File: src/rtl/spi_mstr_gen.sv
// spi_mstr_gen: parametrised SPI master supporting all four CPOL/CPHA modes,
// several slave selects and an optional back-to-back double frame.
// The pins are decoded from the state held during the previous clock, so they
// lag the state register by exactly one cycle; this places SS_n low from edge 1
// and done at edge 1+F.
module spi_mstr_gen #(
  parameter  int unsigned DATA_W   = 16,
  parameter  int unsigned HALF_PER = 16,
  parameter  int unsigned NUM_SS   = 1,
  localparam int unsigned SEL_W    = (NUM_SS > 1) ? $clog2(NUM_SS) : 1
) (
  input  logic              clk,
  input  logic              rst_n,
  input  logic              wrt,
  input  logic [DATA_W-1:0] cmd,
  input  logic [1:0]        mode,
  input  logic [SEL_W-1:0]  ss_sel,
  input  logic              dbl,
  output logic              busy,
  output logic              done,
  output logic [DATA_W-1:0] rd_data,
  output logic              SCLK,
  output logic [NUM_SS-1:0] SS_n,
  output logic              MOSI,
  input  logic              MISO
);

  localparam int unsigned CNT_W = $clog2(2 * HALF_PER);
  localparam int unsigned BIT_W = $clog2(DATA_W) + 1;

  localparam logic [CNT_W-1:0] HP_LAST  = CNT_W'(HALF_PER - 1);
  localparam logic [CNT_W-1:0] HP_MID   = CNT_W'(HALF_PER);
  localparam logic [CNT_W-1:0] PER_LAST = CNT_W'(2 * HALF_PER - 1);
  localparam logic [BIT_W-1:0] BIT_LAST = BIT_W'(DATA_W - 1);

  typedef enum logic [2:0] {
    IDLE  = 3'd0,
    FRONT = 3'd1,
    XFER  = 3'd2,
    BACK  = 3'd3,
    GAP   = 3'd4
  } state_t;

  state_t              state;
  logic [CNT_W-1:0]    cnt;
  logic [BIT_W-1:0]    bit_cnt;
  logic [DATA_W-1:0]   cmd_q;
  logic [DATA_W-1:0]   tx_sr;
  logic [DATA_W-1:0]   rx_sr;
  logic [SEL_W-1:0]    ss_q;
  logic                cpol_q;
  logic                cpha_q;
  logic                dbl_q;
  logic                second_q;
  logic                fin_q;
  logic [NUM_SS-1:0]   ss_mask_c;

  // Active-low select pattern for the latched slave index; out-of-range keeps all high
  always_comb begin
    ss_mask_c = '1;
    for (int unsigned i = 0; i < NUM_SS; i++) begin
      if (ss_q == SEL_W'(i)) ss_mask_c[i] = 1'b0;
    end
  end

  // Transaction FSM with registered pin, status and shift-register updates
  always_ff @(posedge clk or negedge rst_n) begin
    if (!rst_n) begin
      state    <= IDLE;
      cnt      <= '0;
      bit_cnt  <= '0;
      cmd_q    <= '0;
      tx_sr    <= '0;
      rx_sr    <= '0;
      ss_q     <= '0;
      cpol_q   <= 1'b0;
      cpha_q   <= 1'b0;
      dbl_q    <= 1'b0;
      second_q <= 1'b0;
      fin_q    <= 1'b0;
      busy     <= 1'b0;
      done     <= 1'b0;
      rd_data  <= '0;
      SCLK     <= 1'b0;
      SS_n     <= '1;
      MOSI     <= 1'b0;
    end else begin
      fin_q <= 1'b0;
      case (state)
        IDLE: begin
          SS_n <= '1;
          MOSI <= 1'b0;
          if (fin_q) begin
            // completion cycle: a wrt arriving now is deliberately dropped
            done <= 1'b1;
            busy <= 1'b0;
            SCLK <= cpol_q;
          end else if (wrt) begin
            cmd_q    <= cmd;
            tx_sr    <= cmd;
            cpol_q   <= mode[1];
            cpha_q   <= mode[0];
            ss_q     <= ss_sel;
            dbl_q    <= dbl;
            second_q <= 1'b0;
            busy     <= 1'b1;
            done     <= 1'b0;
            // move SCLK to the new idle level while every select is still high
            SCLK     <= mode[1];
            cnt      <= '0;
            state    <= FRONT;
          end else begin
            SCLK <= cpol_q;
          end
        end

        FRONT: begin
          SS_n <= ss_mask_c;
          SCLK <= cpol_q;
          MOSI <= cpha_q ? 1'b0 : tx_sr[DATA_W-1];
          if (cnt == HP_LAST) begin
            cnt     <= '0;
            bit_cnt <= '0;
            state   <= XFER;
          end else begin
            cnt <= cnt + CNT_W'(1);
          end
        end

        XFER: begin
          SS_n <= ss_mask_c;
          if (cnt == '0) begin
            // leading edge
            SCLK <= ~cpol_q;
            if (cpha_q) begin
              MOSI  <= tx_sr[DATA_W-1];
              tx_sr <= tx_sr << 1;
            end else begin
              rx_sr <= {rx_sr[DATA_W-2:0], MISO};
            end
          end else if (cnt == HP_MID) begin
            // trailing edge
            SCLK <= cpol_q;
            if (cpha_q) begin
              rx_sr <= {rx_sr[DATA_W-2:0], MISO};
            end else if (bit_cnt != BIT_LAST) begin
              MOSI  <= tx_sr[DATA_W-2];
              tx_sr <= tx_sr << 1;
            end
          end
          if (cnt == PER_LAST) begin
            cnt <= '0;
            if (bit_cnt == BIT_LAST) state <= BACK;
            else bit_cnt <= bit_cnt + BIT_W'(1);
          end else begin
            cnt <= cnt + CNT_W'(1);
          end
        end

        BACK: begin
          SS_n <= ss_mask_c;
          SCLK <= cpol_q;
          MOSI <= 1'b0;
          if (cnt == HP_LAST) begin
            rd_data <= rx_sr;
            cnt     <= '0;
            if (dbl_q && !second_q) begin
              state <= GAP;
            end else begin
              fin_q <= 1'b1;
              state <= IDLE;
            end
          end else begin
            cnt <= cnt + CNT_W'(1);
          end
        end

        GAP: begin
          SS_n <= '1;
          SCLK <= cpol_q;
          MOSI <= 1'b0;
          if (cnt == PER_LAST) begin
            tx_sr    <= cmd_q;
            second_q <= 1'b1;
            cnt      <= '0;
            state    <= FRONT;
          end else begin
            cnt <= cnt + CNT_W'(1);
          end
        end

        default: begin
          SS_n  <= '1;
          state <= IDLE;
        end
      endcase
    end
  end

endmodule

File: config.mk
export PLATFORM = sky130hd
export DESIGN_NAME = spi_mstr_gen
export DESIGN_NICKNAME = d
export VERILOG_FILES = /design/src/rtl/spi_mstr_gen.sv
export SDC_FILE = /design/constraint.sdc
export NUM_CORES = 1
export LEC_CHECK = 0
export CORE_AREA = 2 2 93 95
export CTS_BUF_LIST = sky130_fd_sc_hd__clkbuf_4 sky130_fd_sc_hd__clkbuf_8
export DETAILED_ROUTE_END_ITERATION = 7
export DIE_AREA = 0 0 95 97
export GPL_TIMING_DRIVEN = 1
export PLACE_DENSITY = 0.85
export SETUP_SLACK_MARGIN = 0.4
export SYNTH_ARGS = -nofsm -noshare
export SYNTH_HDL_FRONTEND = slang
export SYNTH_SLANG_ARGS = --single-unit
File: constraint.sdc
create_clock -name clk -period 3 [get_ports clk]
set_input_delay 0.75 -clock clk [delete_from_list [all_inputs] [get_ports clk]]
set_output_delay 0.75 -clock clk [all_outputs]
set_load 0.05 [all_outputs]
==> impl_metrics.tcl, run 1 <==
set metrics [dict create \
    clk_latency_ns 0.36 \
    h-tree-depth 3 \
    p_leak_nw 2.34 \
    grt_max_degree 52 \
    path_buf_inv 1 \
    netlist_area_um2 4160 \
    grt.overflow.total 0 \
    clockBufferDepth 2 \
    hpwl_um 5450 \
    clkPwrFrac 0.230 \
    die_w_um 95 \
    synth_top_area_frac 0.524 \
    drtIter0Drc 199 \
    final_util 0.603 \
    ioPinCount 45 \
    status "finished, final reports clean" \
    track_usage 0.190 \
    seqPwrFrac 0.476 \
    synth_ff_type "dfrtp_1" \
    combPwrFrac 0.294 \
    finalMaxSlewViolations 0 \
    die-area_um2 9220 \
    wl_per_cell_um 16.2 \
    ctsHoldBuffers 0 \
    synth_warnings 0 \
    setup.worst_path.class "flop to output pin" \
    fmax_ghz 0.414 \
    fin_nets 414 \
    core_area_um2 8130 \
    synth_seq_cells 88 \
    clockRootBuffer "clkbuf_8" \
    yosysUniqueCellTypes 52 \
    std_cell_rows 33 \
    hp-class "input pin to async pin" \
    ys_top_cells_by_count "87 x dfrtp_1, 55 x mux2_2, 25 x inv_1" \
    die_y_um 97 \
    p_per_area_nw_per_um2 763 \
    crit_slowest_cell "clkdlybuf4s50_1" \
    crit_arrival_ns 1.66 \
    gp_congestion 0.880 \
    synth_area_per_cell_um2 12.4 \
    cts.sinks 88 \
    tightest_slew_ns 0.668 \
    holdWs_ns 0.332 \
    finalPower_mw 3.74 \
    ir_worst_vdd_uv 330 \
    syn_inst 335 \
    ant_nets 0 \
    cp.required_ns 2.25 \
    cts.clk_slew.worst_paths_ns 0.10 \
    setup_viol 0 \
    r2r_start "bit_cnt[0]" \
    antennaDiodeCount 0 \
    cts_made_buffers 9 \
    critPathCaptureType "output pin" \
    yosysMostFrequentCell "dfrtp_1" \
    yosys.area.top_type "dfrtp_1" \
    grt_pass1_vias 2819 \
    initial_core_util 0.511 \
    hold_viol_final 0 \
    first_pass_iters 4 \
    final_cell_area_um2 4910 \
    finalCriticalPeriod_ns 2.41 \
    drc 0 \
    fin_setup_tns_ns 0 \
    synth_seq_area_share 0.530 \
    slew_headroom 0.548 \
    netSwitchingFraction 0.339 \
    grt_first_pass_wirelength_um 13700 \
    drt-total-wl_um 7980 \
    synth.area.top_cells "dfrtp_1 52%, mux2_2 15%, mux2i_1 4.1%" \
    cts_tree "done" \
    crit_fanout 1 \
    syn-num-nets 367 \
    async_flop_share 1.00 \
    cp-startpoint "SS_n" \
    slowest_delay_ns 0.79 \
    viasPerCell 5.58 \
    syn2layout_area_growth_pct 18.1 \
    cp_cell_sequence "clkdlybuf4s50_1" \
    p_int_mw 2.47 \
    antenna_found_initial 0 \
    vias 2743 \
    cp_top_family "buffers and inverters" \
    io_buffers 44 \
    rsz0062_at_grt "false" \
    start_kind "flop" \
    finalClockSkew_ns 0.0136 \
    drive_gt1_frac 0.243 \
    fin_crit_sh 0.805 \
    drv_cap 0 \
    synth_edf_count 0 \
    place_area_um2 4670 \
    switchingPower_mw 1.27 \
]
[per-layer routing]
layer	GRT usage	part of all wire	vias to the layer above
met5	0	0	-
met4	0.0713	0.017	0
met2	0.303	0.52	52
li1	-	-	1295
met3	0.0374	0.027	11
met1	0.256	0.44	1385
[path summary, 6_finish.rpt]
check	end	slack (ns)	cells after the start
worst max-delay path	SS_n	0.59	1
worst min register to register	bit_cnt[4]	0.49	2
worst min-delay path	rd_data[8]	0.33	1
max in group asynchronous	rd_data[13]	2.02	2
min in group clk	bit_cnt[4]	0.49	2
worst max register to register	tx_sr[12]	0.74	8
[power groups by stage]
stage | registers (mW) | clock network [mW] | logic, mW
2_1_floorplan | 1.79 | 0 | 0.805
3_3_place_gp | 1.78 | 0 | 1.03
3_5_place_dp | 1.80 | 0 | 1.08
4_1_cts | 1.78 | 0.875 | 1.09
5_1_grt | 1.84 | 0.929 | 1.21
6_report | 1.78 | 0.860 | 1.10
[flip-flops by register name, summed over array words and instances, names as in the netlist]
register  cells
MOSI          1
rd_data      16
dbl_q         1
cnt           5
busy          1
cmd_q        16
fin_q         1
tx_sr        16
second_q      1
SCLK          1
state         3
cpha_q        1
rx_sr        16
SS_n          1
done          1
cpol_q        1
bit_cnt       5
ss_q          1
[stage by stage]
stage / setup slack [ns] / std cells
finish: 0.585 / 492
global route: 0.531 / 492
CTS: 0.447 / 490
detailed placement: 0.278 / 474
global placement: 0.310 / 474
floorplan: 0.942 / 335
[cell type report]
| class | instances | area [um^2] |
|---|---|---|
| multi-input combinational | 207 | 1760 |
| timing repair buffer | 51 | 503 |
| tap | 105 | 131 |
| clock inverter | 6 | 72.6 |
| sequential | 88 | 2200 |
| fill | 607 | 3230 |
| clock buffer | 10 | 138 |
| inverter | 25 | 93.8 |
[kinds of logic after synthesis]
logic type               synth area share
AND/OR/NAND/NOR                    0.0864
adder cells (fa/ha/maj)            0.0241
multiplexers                        0.190
AO/OA/AOI/OAI                       0.120
flip-flops                          0.530
XOR/XNOR                          0.00211
buffers and inverters              0.0473
[repair_timing]
action	in CTS	in global routing
resized for setup	0	1
buffers inserted	0	2
endpoints found under the setup margin	0	12
[layout by cell type (no fill, tap or decap), drive strengths merged, types with 2 or more instances in the layout]
cell / Yosys / routed
dfrtp: 87 / 87
mux2: 55 / 55
clkdlybuf4s50: 0 / 43
inv: 25 / 28
a21oi: 23 / 23
a22o: 19 / 19
mux2i: 17 / 17
nand2: 16 / 16
clkbuf: 2 / 10
ha: 8 / 8
buf: 13 / 8
o21ai: 7 / 7
nor2: 7 / 7
nand2b: 5 / 5
nor3: 4 / 4
nand3: 4 / 4
or2: 4 / 4
or3b: 4 / 4
nor2b: 3 / 3
o31ai: 3 / 3
nor3b: 3 / 3
and3: 2 / 2
a21o: 2 / 2
a31oi: 2 / 2
a221o: 2 / 2
nand4: 2 / 2
No activity file was read; power rests on OpenSTA's default activity.
==> run 2: changes to the inputs <==
Settings changed: PLACE_DENSITY 0.85 to 0.88.
Clock period 3 ns to 2.2 ns, I/O delays scaled along.
==> run 2 against run 1 <==
Effect of this change: clock power is 33% higher; flip-flop and latch count stayed put; critical endpoint is now tx_sr[2]; setup slack worse by 0.45 ns; wire length is 24% higher.
==> impl_metrics.tcl, run 2 (synthesis results as in run 1) <==
set metrics [dict create \
    die_y_um 97 \
    ioPinCount 45 \
    tightest_slew_ns 0.685 \
    vias 3005 \
    hpwl_um 5810 \
    reg2reg_to "tx_sr[2]" \
    viasPerCell 5.71 \
    endpoint "tx_sr[2]" \
    clockBufferDepth 2 \
    cp-startpoint "bit_cnt[0]" \
    clockRootBuffer "clkbuf_8" \
    critPathCaptureType "flop" \
    rrSetupSlack_ns 0.14 \
    reg2regPathDepth 9 \
    drive_gt1_frac 0.420 \
    initial_core_util 0.511 \
    holdWs_ns 0.192 \
    grt_pass1_vias 3178 \
    io_buffers 44 \
    grt_first_pass_wirelength_um 15500 \
    start_kind "flop" \
    fin_ws_ns 0.135 \
    core_area_um2 8130 \
    crit_arrival_ns 2.31 \
    grt.overflow.total 0 \
    hold_viol_final 0 \
    std_cell_rows 33 \
    hp-class "input pin to async pin" \
    layout_commonest_cell "dfrtp_1" \
    wl_per_cell_um 18.8 \
    status "finished, final reports clean" \
    post-place-ws_ns -0.0399 \
    drtIter0Drc 233 \
    cts.sinks 88 \
    layout_common_cells "84 x dfrtp_1, 55 x mux2_2, 25 x inv_1, 25 x buf_4, 21 x clkdlybuf4s50_1" \
    cts.clk_slew.worst_paths_ns 0.09 \
    slowest_delay_ns 0.40 \
    cp_cell_sequence "ha_2 -> and3_4 -> ha_4 -> or3b_4 -> a21oi_4 -> a22oi_4 -> buf_6 -> buf_16 -> mux2i_2" \
    ant_nets 0 \
    setup.worst_path.class "flop to flop" \
    die-area_um2 9220 \
    fin_nets 448 \
    finalClockSkew_ns 0.0129 \
    antennaDiodeCount 0 \
    setup_viol 0 \
    slew_headroom 0.543 \
    r2r_start "bit_cnt[0]" \
    drt-total-wl_um 9880 \
    ctsHoldBuffers 0 \
    fmax_ghz 0.484 \
    gp_congestion 0.865 \
    fin_crit_sh 0.939 \
    finalMaxSlewViolations 0 \
    clk_latency_ns 0.37 \
    path_buf_inv 2 \
    cp.depth 9 \
    cp.required_ns 2.45 \
    crit_slowest_cell "dfrtp_1" \
    finalCriticalPeriod_ns 2.06 \
    cp_top_family "simple AND/OR/NAND/NOR gates" \
    h-tree-depth 3 \
    track_usage 0.217 \
    fin_setup_tns_ns 0 \
    die_w_um 95 \
    drv_cap 0 \
    antenna_found_initial 0 \
    p_leak_nw 2.59 \
    crit_fanout 5 \
    p_per_area_nw_per_um2 1010 \
    cts_tree "done" \
    grt_max_degree 48 \
    rsz0062_at_grt "true" \
    cts_made_buffers 9 \
    first_pass_iters 4 \
    drc 0 \
    ir_worst_vdd_uv 476 \
    syn2layout_area_growth_pct 29.9 \
]
-- run 2: cell count changes in the layout (fill, tap and decap cells not counted), moves of 4 or more --
cell / previous run / this run
buf_4: 7 / 25
clkdlybuf4s50_1: 43 / 21
ha_1: 8 / 2
buf_6: 0 / 10
ha_4: 0 / 4
o21ai_0: 7 / 2
clkbuf_2: 0 / 14
clkdlybuf4s15_1: 0 / 4
buf_12: 1 / 5
-- run 2: per-stage QoR --
step / cells / power, mW / utilization / instance area [um^2]
5_1_grt: 526 / 5.77 / 0.664 / 5400
3_3_place_gp: 486 / 3.93 / 0.595 / 4840
3_5_place_dp: 486 / 4.03 / 0.595 / 4840
2_1_floorplan: 335 / 3.54 / - / 4200
4_1_cts: 521 / 5.27 / 0.649 / 5280
6_report: 526 / 5.47 / 0.664 / 5400
-- run 2: layout make-up --
cell class / count / area (um^2)
Clock buffer: 10 / 131
Clock inverter: 6 / 67.6
Fill cell: 528 / 2740
Inverter: 25 / 93.8
Multi-Input combinational cell: 207 / 1950
Sequential cell: 88 / 2210
Tap cell: 105 / 131
Timing Repair Buffer: 85 / 820
-- run 2: routing by layer --
metal,global-route usage,vias up,part of all wire
li1,-,1362,-
met1,0.269,1532,0.39
met2,0.356,87,0.54
met3,0.0475,24,0.045
met4,0.107,0,0.025
met5,0,-,0
-- run 2: where the power goes --
part | internal (mW) | switching [mW] | leakage [nW]
combinational | 0.938 | 0.933 | 1.38
clock | 0.544 | 0.600 | 0.0967
sequential | 2.08 | 0.380 | 1.12
-- run 2: worst min-delay path by stage --
stage                  endpoint        from  cells after the start  slack (ns)
floorplan                  MOSI       rst_n                      0        0.25
global placement     bit_cnt[4]  bit_cnt[4]                      2        0.46
detailed placement         SS_n        ss_q                      1        0.47
CTS                   tx_sr[15]       rst_n                      1        0.20
global route          tx_sr[15]       rst_n                      1        0.22
finish              rd_data[12]       rst_n                      1        0.19
-- run 2: what timing repair did --
item	4_1_cts	5_1_grt
setup buffers	18	4
pin swaps	9	8
gates cloned	1	1
resized for setup	63	50
endpoints found under the setup margin	76	90
-- run 2: worst register-to-register path, delay by kind of cell, from the launching register on --
family | cells | cell delay [ns]
muxes | 1 | 0.14
DFF | 1 | 0.40
buffers and inverters | 2 | 0.26
AOI/OAI and AO/OA | 2 | 0.26
and+or+nand+nor | 2 | 0.54
adders and majority gates | 2 | 0.36
